$ cat src/rtl/event_serializer.sv
// Event serializer: FIFO of {x,y,t} tuples drained as 7-byte frames
// (A5, x, y, t big-endian) over a valid/ready byte stream.
// Ports: clk, rst (sync, active-high); x, y, t, p, in_valid (event in);
//   out_data, out_valid, out_ready (byte stream out);
//   fifo_full, fifo_count, ovf_count, busy (status).
module event_serializer #(
  parameter int DEPTH = 4
) (
  input  logic                     clk,
  input  logic                     rst,
  input  logic [15:0]              x,
  input  logic [15:0]              y,
  input  logic [15:0]              t,
  input  logic                     p,
  input  logic                     in_valid,
  output logic [7:0]               out_data,
  output logic                     out_valid,
  input  logic                     out_ready,
  output logic                     fifo_full,
  output logic [$clog2(DEPTH):0]   fifo_count,
  output logic [7:0]               ovf_count,
  output logic                     busy
);

  localparam int AW = $clog2(DEPTH);

  typedef enum logic {
    IDLE,
    SEND
  } state_t;

  logic [47:0]   mem [DEPTH];
  logic [AW-1:0] wr_ptr;
  logic [AW-1:0] rd_ptr;
  state_t        state;
  logic [47:0]   frame;
  logic [2:0]    idx;

  logic empty;
  logic last;
  logic pop;
  logic push_req;
  logic push;
  logic drop;

  assign empty     = (fifo_count == '0);
  assign fifo_full = (fifo_count == (AW+1)'(DEPTH));
  assign last      = (state == SEND) && out_ready && (idx == 3'd6);
  // Refill on the edge the final byte leaves, so frames run back-to-back.
  assign pop       = !empty && ((state == IDLE) || last);
  assign push_req  = in_valid && p;
  // A full FIFO still accepts when the head leaves on the same edge.
  assign push      = push_req && (!fifo_full || pop);
  assign drop      = push_req && fifo_full && !pop;

  always_ff @(posedge clk) begin
    if (!rst && push)
      mem[wr_ptr] <= {x, y, t};
  end

  always_ff @(posedge clk) begin
    if (rst) begin
      wr_ptr     <= '0;
      rd_ptr     <= '0;
      fifo_count <= '0;
      ovf_count  <= 8'h00;
    end else begin
      if (push)
        wr_ptr <= wr_ptr + 1'b1;
      if (pop)
        rd_ptr <= rd_ptr + 1'b1;
      unique case ({push, pop})
        2'b10:   fifo_count <= fifo_count + 1'b1;
        2'b01:   fifo_count <= fifo_count - 1'b1;
        default: fifo_count <= fifo_count;
      endcase
      if (drop && ovf_count != 8'hFF)
        ovf_count <= ovf_count + 8'h01;
    end
  end

  always_ff @(posedge clk) begin
    if (rst) begin
      state <= IDLE;
      frame <= '0;
      idx   <= 3'd0;
    end else begin
      unique case (state)
        IDLE: begin
          if (pop) begin
            state <= SEND;
            frame <= mem[rd_ptr];
            idx   <= 3'd0;
          end
        end
        SEND: begin
          if (out_ready) begin
            if (idx == 3'd6) begin
              idx <= 3'd0;
              if (pop)
                frame <= mem[rd_ptr];
              else
                state <= IDLE;
            end else begin
              idx <= idx + 3'd1;
            end
          end
        end
        default: state <= IDLE;
      endcase
    end
  end

  assign out_valid = (state == SEND);
  assign busy      = (state == SEND);

  always_comb begin
    out_data = 8'h00;
    if (state == SEND) begin
      unique case (idx)
        3'd0:    out_data = 8'hA5;
        3'd1:    out_data = frame[47:40];
        3'd2:    out_data = frame[39:32];
        3'd3:    out_data = frame[31:24];
        3'd4:    out_data = frame[23:16];
        3'd5:    out_data = frame[15:8];
        3'd6:    out_data = frame[7:0];
        default: out_data = 8'h00;
      endcase
    end
  end

endmodule

$ cat config.mk
export PLATFORM = sky130hd
export DESIGN_NAME = event_serializer
export DESIGN_NICKNAME = d
export VERILOG_FILES = /design/src/rtl/event_serializer.sv
export SDC_FILE = /design/constraint.sdc
export NUM_CORES = 1
export LEC_CHECK = 0
export CAP_MARGIN = 20
export CORE_MARGIN = 2
export CORE_UTILIZATION = 58
export DETAILED_ROUTE_END_ITERATION = 8
export HOLD_SLACK_MARGIN = 0.02
export PLACE_DENSITY = 0.91
export SETUP_SLACK_MARGIN = 0.05
export SLEW_MARGIN = 0
export SYNTH_ARGS = -nofsm -noshare
export SYNTH_HDL_FRONTEND = slang
export SYNTH_SLANG_ARGS = --single-unit
$ cat constraint.sdc
create_clock -name clk -period 3.1 [get_ports clk]
set_input_delay 0.31 -clock clk [delete_from_list [all_inputs] [get_ports clk]]
set_output_delay 0.31 -clock clk [all_outputs]
set_load 0.01 [all_outputs]
==> results of run 1 <==
==> synth_stat cells, types with 6 or more instances <==
cell type    n  area share
a21oi_1     64       0.031
nand3_1      6      0.0030
a31oi_1      6      0.0037
mux2_2       8      0.0089
edfxtp_1   192        0.57
clkbuf_1    18      0.0066
ha_1         6      0.0074
inv_1        7      0.0026
buf_2       13      0.0064
mux2i_1      8      0.0079
nor2b_1      6      0.0037
o21ai_0      8      0.0039
mux4_2      48        0.11
dfxtp_1     69        0.14
and2_1       6      0.0037
nand2_1    116       0.043
nor2_1      13      0.0048
buf_4        6      0.0044
nand2b_1     7      0.0043
==> flip-flops by register name, summed over array words and instances (netlist names), named ones only <==
name and flops:
busy 1, fifo_count 3, frame 48, idx 3, mem 192, ovf_count 8
rd_ptr 2, wr_ptr 2
==> metrics by stage <==
| stage | std cells | utilization | total power [mW] | setup WS (ns) |
|---|---|---|---|---|
| global placement | 942 | 0.654 | 6.30 | 0.540 |
| finish | 991 | 0.700 | 9.28 | 0.214 |
| floorplan | 662 | - | 5.70 | 0.306 |
| CTS | 991 | 0.700 | 9.32 | 0.0567 |
| global route | 991 | 0.700 | 9.64 | 0.0823 |
| detailed placement | 942 | 0.654 | 6.41 | 0.511 |
==> repair_timing <==
| action | CTS | global route |
|---|---|---|
| resized for setup | 1 | 2 |
| endpoints found under the setup margin | 6 | 8 |
| hold buffers | 0 | 0 |
==> path summary, 6_finish.rpt <==
check	endpoint	cells past startpoint	start	slack, ns
worst min-delay path	mem[3][41]$_DFFE_PP_	1	x[9]	0.43
worst max register to register	fifo_count[2]$_SDFFE_PP0P_	7	busy$_SDFF_PP0_	0.66
worst min register to register	frame[10]$_SDFFE_PP0P_	2	frame[10]$_SDFFE_PP0P_	0.46
worst max-delay path	out_data[6]	5	idx[2]$_SDFFE_PP0P_	0.21
==> critical path, stage by stage (launching register included) <==
cell and delay (ns):
dfxtp_2 0.53, inv_1 0.13, ha_1 0.32, o21ai_1 0.46, a21oi_1 0.11, clkdlybuf4s50_1 0.51
==> report_power, final <==
part	internal [mW]	total, mW	switching, mW	leakage [nW]
Sequential	4.10	4.46	0.367	2.30
Clock	1.66	2.91	1.24	0.387
Combinational	0.866	1.91	1.05	1.18
Total	6.62	9.28	2.66	3.86
==> per-layer routing <==
| metal | track usage | vias up |
|---|---|---|
| met4 | 0.0631 | 0 |
| met2 | 0.422 | 294 |
| met3 | 0.0347 | 41 |
| li1 | - | 2689 |
| met1 | 0.334 | 3079 |
| met5 | 0 | - |
==> cell type report <==
| class | instances | area [µm²] | share of cell area |
|---|---|---|---|
| clock inverter | 7 | 38.8 | 0.00322 |
| multi-input combinational | 356 | 2830 | 0.235 |
| inverter | 7 | 26.3 | 0.00218 |
| sequential | 261 | 7150 | 0.593 |
| clock buffer | 42 | 752 | 0.0623 |
| timing repair buffer | 93 | 978 | 0.0811 |
| tap | 225 | 282 | 0.0233 |
==> logic make-up (layout without fill, tap and decap cells) <==
family,Yosys count,after routing
buf+inv,45,149
simple gates,177,177
xor+xnor,2,2
compound gates,106,106
fa+ha+maj,7,7
mux,64,64
flops,261,261
==> results.json, run 1 <==
{
  "num_antenna_cells": 0,
  "layout-drive-gt1-share": 0.166,
  "synthesis.area_um2": 10200,
  "drv_slew": 0,
  "fillCellCount": 1036,
  "grt_usage": 0.245,
  "seq_area_frac_synth": 0.703,
  "synthAdderAreaFrac": 0.00935,
  "power.density_nw_per_um2": 769,
  "synthArstFlopShare": 0,
  "die-width_um": 136,
  "initial_core_util": 0.590,
  "synth_cell_type_count": 53,
  "wl_met3_mm": 1.70,
  "fin_nets": 806,
  "outcome": "finished clean",
  "hold_slack_ns": 0.434,
  "syn_inst": 662,
  "synth_xor_area_frac": 0.00172,
  "critPathKind": "reg -> out",
  "slew_headroom": 0.528,
  "syn_nets": 722,
  "fmaxAchievable_ghz": 0.347,
  "synth_compound_area_frac": 0.0627,
  "setup_viol": 0,
  "post_drt_wl_per_cell_um": 22.3,
  "wl_met1_mm": 8.80,
  "placed_area_um2": 11300,
  "drt_wl_total_mm": 22.1,
  "drtAntennaViolNets": 0,
  "crit_required_ns": 2.79,
  "dr.pass1.iters": 5,
  "dieHeight_um": 136,
  "vias_per_cell": 6.16,
  "cts_made_buffers": 27,
  "period_share": 0.931,
  "final_common_cell": "edfxtp_1",
  "grt_pass1_vias": 6207,
  "clock-root-buffer": "clkbuf_16",
  "cts_setup_buffers": 0,
  "tns_ns": 0,
  "antenna_found_initial": 0,
  "drv_cap": 0,
  "final.setup_skew_ns": 0.00809,
  "fin_area_um2": 12100,
  "vias": 6103,
  "overflow": 0,
  "grt_pass1_wl_mm": 34.2,
  "clkTransAtPathRegs_ns": 0.06,
  "cts-htree-levels": 1,
  "boundaryPins": 75,
  "ys_ff_latch": 261,
  "cts_tree": "yes",
  "synth_edf_count": 192,
  "grt_max_degree": 72,
  "maxUsedRoutingLayer": "met4",
  "fp-row-count": 48,
  "worstMarginPinSlew_ns": 0.708,
  "syn_to_final_growth_pct": 18.6,
  "synth_top_family_by_area": "multiplexers",
  "drtIter0Drc": 561,
  "yosysWarnings": 0,
  "final_cell_mix": "192 x edfxtp_1, 116 x nand2_1, 73 x clkdlybuf4s50_1",
  "hold_violations": 0,
  "avgSynthCellArea_um2": 15.4,
  "coreArea_um2": 17200,
  "gp_congestion": 0.924,
  "rsz0062_at_grt": "no",
  "synth_ff_type": "edfxtp_1",
  "cp_data_arrival_time_ns": 2.58,
  "io_buffers": 74,
  "yosys.area_share.simple": 0.0800,
  "dieArea_um2": 18600,
  "cts_num_sinks": 261,
  "cellLeakagePower_nw": 3.86,
  "cts_buffer_depth": 3,
  "dp_hpwl_mm": 14.5,
  "clock_latency_ns": 0.52,
  "wl_met2_mm": 11.2,
  "ir_drop_mv": 0.464,
  "worstSetupEndpointType": "output port",
  "fin_crit_ns": 2.89,
  "muxShareOfSynthArea": 0.123,
  "hold_class": "in -> reg",
  "startpoint_type": "register",
  "cp_max_fo": 19,
  "route.detailed.drc": 0
}
No activity file was read; power rests on OpenSTA's default activity.
==> inputs of run 2 (changes only) <==
ABC_CLOCK_PERIOD_IN_PS = 3100   (was default)
CTS_BUF_LIST = sky130_fd_sc_hd__clkbuf_16   (was default)
SLEW_MARGIN = default   (was 0)
==> run 2 against run 1 <==
- via count about the same
- setup slack worse by 0.0046 ns
- register-to-register slack worse by 0.02 ns
- global-route usage unchanged
- final cell count is the same
- clock-buffer cell count is 15 lower
- clock power fell by 3%
- sequential cell count is the same
- sequential power about the same
- first-iteration DRC count decreased by 3.7%
- combinational power barely moved
- core utilization down 0.12 points
- largest cell class unchanged
- largest power group unchanged
==> results.json, run 2 (synthesis gave the netlist of run 1 again) <==
{
  "outcome": "finished clean",
  "boundaryPins": 75,
  "drv_cap": 0,
  "num_antenna_cells": 0,
  "cp_num_buf_inv": 2,
  "gp_congestion": 0.924,
  "dp_hpwl_mm": 14.5,
  "worstSetupEndpointType": "output port",
  "grt_usage": 0.245,
  "clock_latency_ns": 0.52,
  "tns_ns": 0,
  "rsz0062_at_grt": "no",
  "fmaxAchievable_ghz": 0.346,
  "final_util": 0.699,
  "layout_setup_ws_ns": 0.210,
  "ir_drop_mv": 0.464,
  "multi_input_area_um2": 2830,
  "regMostFlops": "mem",
  "regArea_um2": 7150,
  "vias_per_cell": 6.16,
  "period_share": 0.932,
  "overflow": 0,
  "setup_viol": 0,
  "critPathKind": "reg -> out",
  "cellLeakagePower_nw": 3.91,
  "vias": 6108,
  "hold_class": "in -> reg",
  "die-width_um": 136,
  "largest_register_ffs": 192,
  "dr.pass1.iters": 7,
  "fp-row-count": 48,
  "drt_wl_total_mm": 22.2,
  "grt_pass1_vias": 6207,
  "fin_crit_ns": 2.89,
  "route.detailed.drc": 0,
  "final_common_cell": "edfxtp_1",
  "worstMarginPinSlew_ns": 0.706,
  "post_drt_wl_per_cell_um": 22.4,
  "io_buffers": 74,
  "grt_pass1_wl_mm": 34.2,
  "clock-root-buffer": "clkbuf_16",
  "drtAntennaViolNets": 0,
  "cts_buffer_depth": 3,
  "power_frac_comb": 0.209,
  "cts_num_sinks": 261,
  "cpMaxStageDelayCell": "dfxtp_2",
  "fillCellCount": 1041,
  "largest_registers": "mem (192), frame (48), ovf_count (8)",
  "final.setup_skew_ns": 0.00779,
  "hold_violations": 0,
  "p_clk_frac": 0.306,
  "cts_tree": "yes",
  "power.total_mw": 9.20,
  "final_cell_mix": "192 x edfxtp_1, 116 x nand2_1, 73 x clkdlybuf4s50_1",
  "cts-htree-levels": 1,
  "dieArea_um2": 18600,
  "coreArea_um2": 17200,
  "dieHeight_um": 136,
  "initial_core_util": 0.590,
  "intPower_mw": 6.53,
  "drv_slew": 0,
  "syn_to_final_growth_pct": 18.4,
  "clkTransAtPathRegs_ns": 0.06,
  "swShare": 0.290,
  "slew_headroom": 0.529,
  "cp_data_arrival_time_ns": 2.58,
  "crit_required_ns": 2.79,
  "startpoint_type": "register",
  "cts_setup_buffers": 0,
  "p_seq_frac": 0.485,
  "worst_path_largest_cell_delay_ns": 0.53,
  "dpl_worst_slack_ns": 0.511,
  "fin_nets": 806,
  "grt_max_degree": 72,
  "cp_max_fo": 19,
  "power.density_nw_per_um2": 764,
  "hold_slack_ns": 0.433,
  "cts_made_buffers": 27,
  "switchingPower_mw": 2.67,
  "antenna_found_initial": 0,
  "layout-drive-gt1-share": 0.163,
  "drtIter0Drc": 540,
  "path_cells": "inv_1 -> ha_1 -> o21ai_1 -> a21oi_1 -> clkdlybuf4s50_1",
  "path_delay_family": "buffers and inverters"
}
## run 2: cell types whose count changed in the layout (fill, tap and decap cells not counted), sizes merged
cell,delta
clkbuf,-15
clkinv,+2
inv,+13
## run 2: layout make-up
cell class,count,share of cell area
Sequential cell,261,0.594
Multi-Input combinational cell,356,0.235
Timing Repair Buffer,93,0.0813
Clock buffer,27,0.0561
Tap cell,225,0.0234
Clock inverter,22,0.00790
Inverter,7,0.00218
## run 2: what timing repair did
item | 4_1_cts | 5_1_grt
endpoints found under the setup margin | 6 | 8
hold buffers | 0 | 0
resized for setup | 1 | 2
pin swaps | 0 | 0
## run 2: worst paths after layout
kind	from	endpoint	slack, ns	cells past startpoint
worst max-delay path	idx[2]$_SDFFE_PP0P_	out_data[6]	0.21	5
worst min-delay path	x[9]	mem[3][41]$_DFFE_PP_	0.43	1
worst max register to register	busy$_SDFF_PP0_	fifo_count[2]$_SDFFE_PP0P_	0.64	7
worst min register to register	frame[10]$_SDFFE_PP0P_	frame[10]$_SDFFE_PP0P_	0.46	2
## run 2: stage by stage
step / area, µm² / instances
global route: 12000 / 991
detailed placement: 11300 / 942
global placement: 11300 / 942
floorplan: 10200 / 662
finish: 12000 / 991
CTS: 12000 / 991
## run 2: metal layers
layer / routed length, µm / global-route usage
met1: 8860 / 0.334
met2: 11200 / 0.422
met3: 1720 / 0.0347
met4: 408 / 0.0631
met5: 0 / 0
## run 2: power groups by stage
stage	clock network [mW]	logic [mW]	registers, mW
finish	2.82	1.92	4.46
global route	2.98	2.08	4.49
CTS	2.86	1.91	4.45
detailed placement	0	1.89	4.52
global placement	0	1.81	4.49
floorplan	0	1.39	4.31
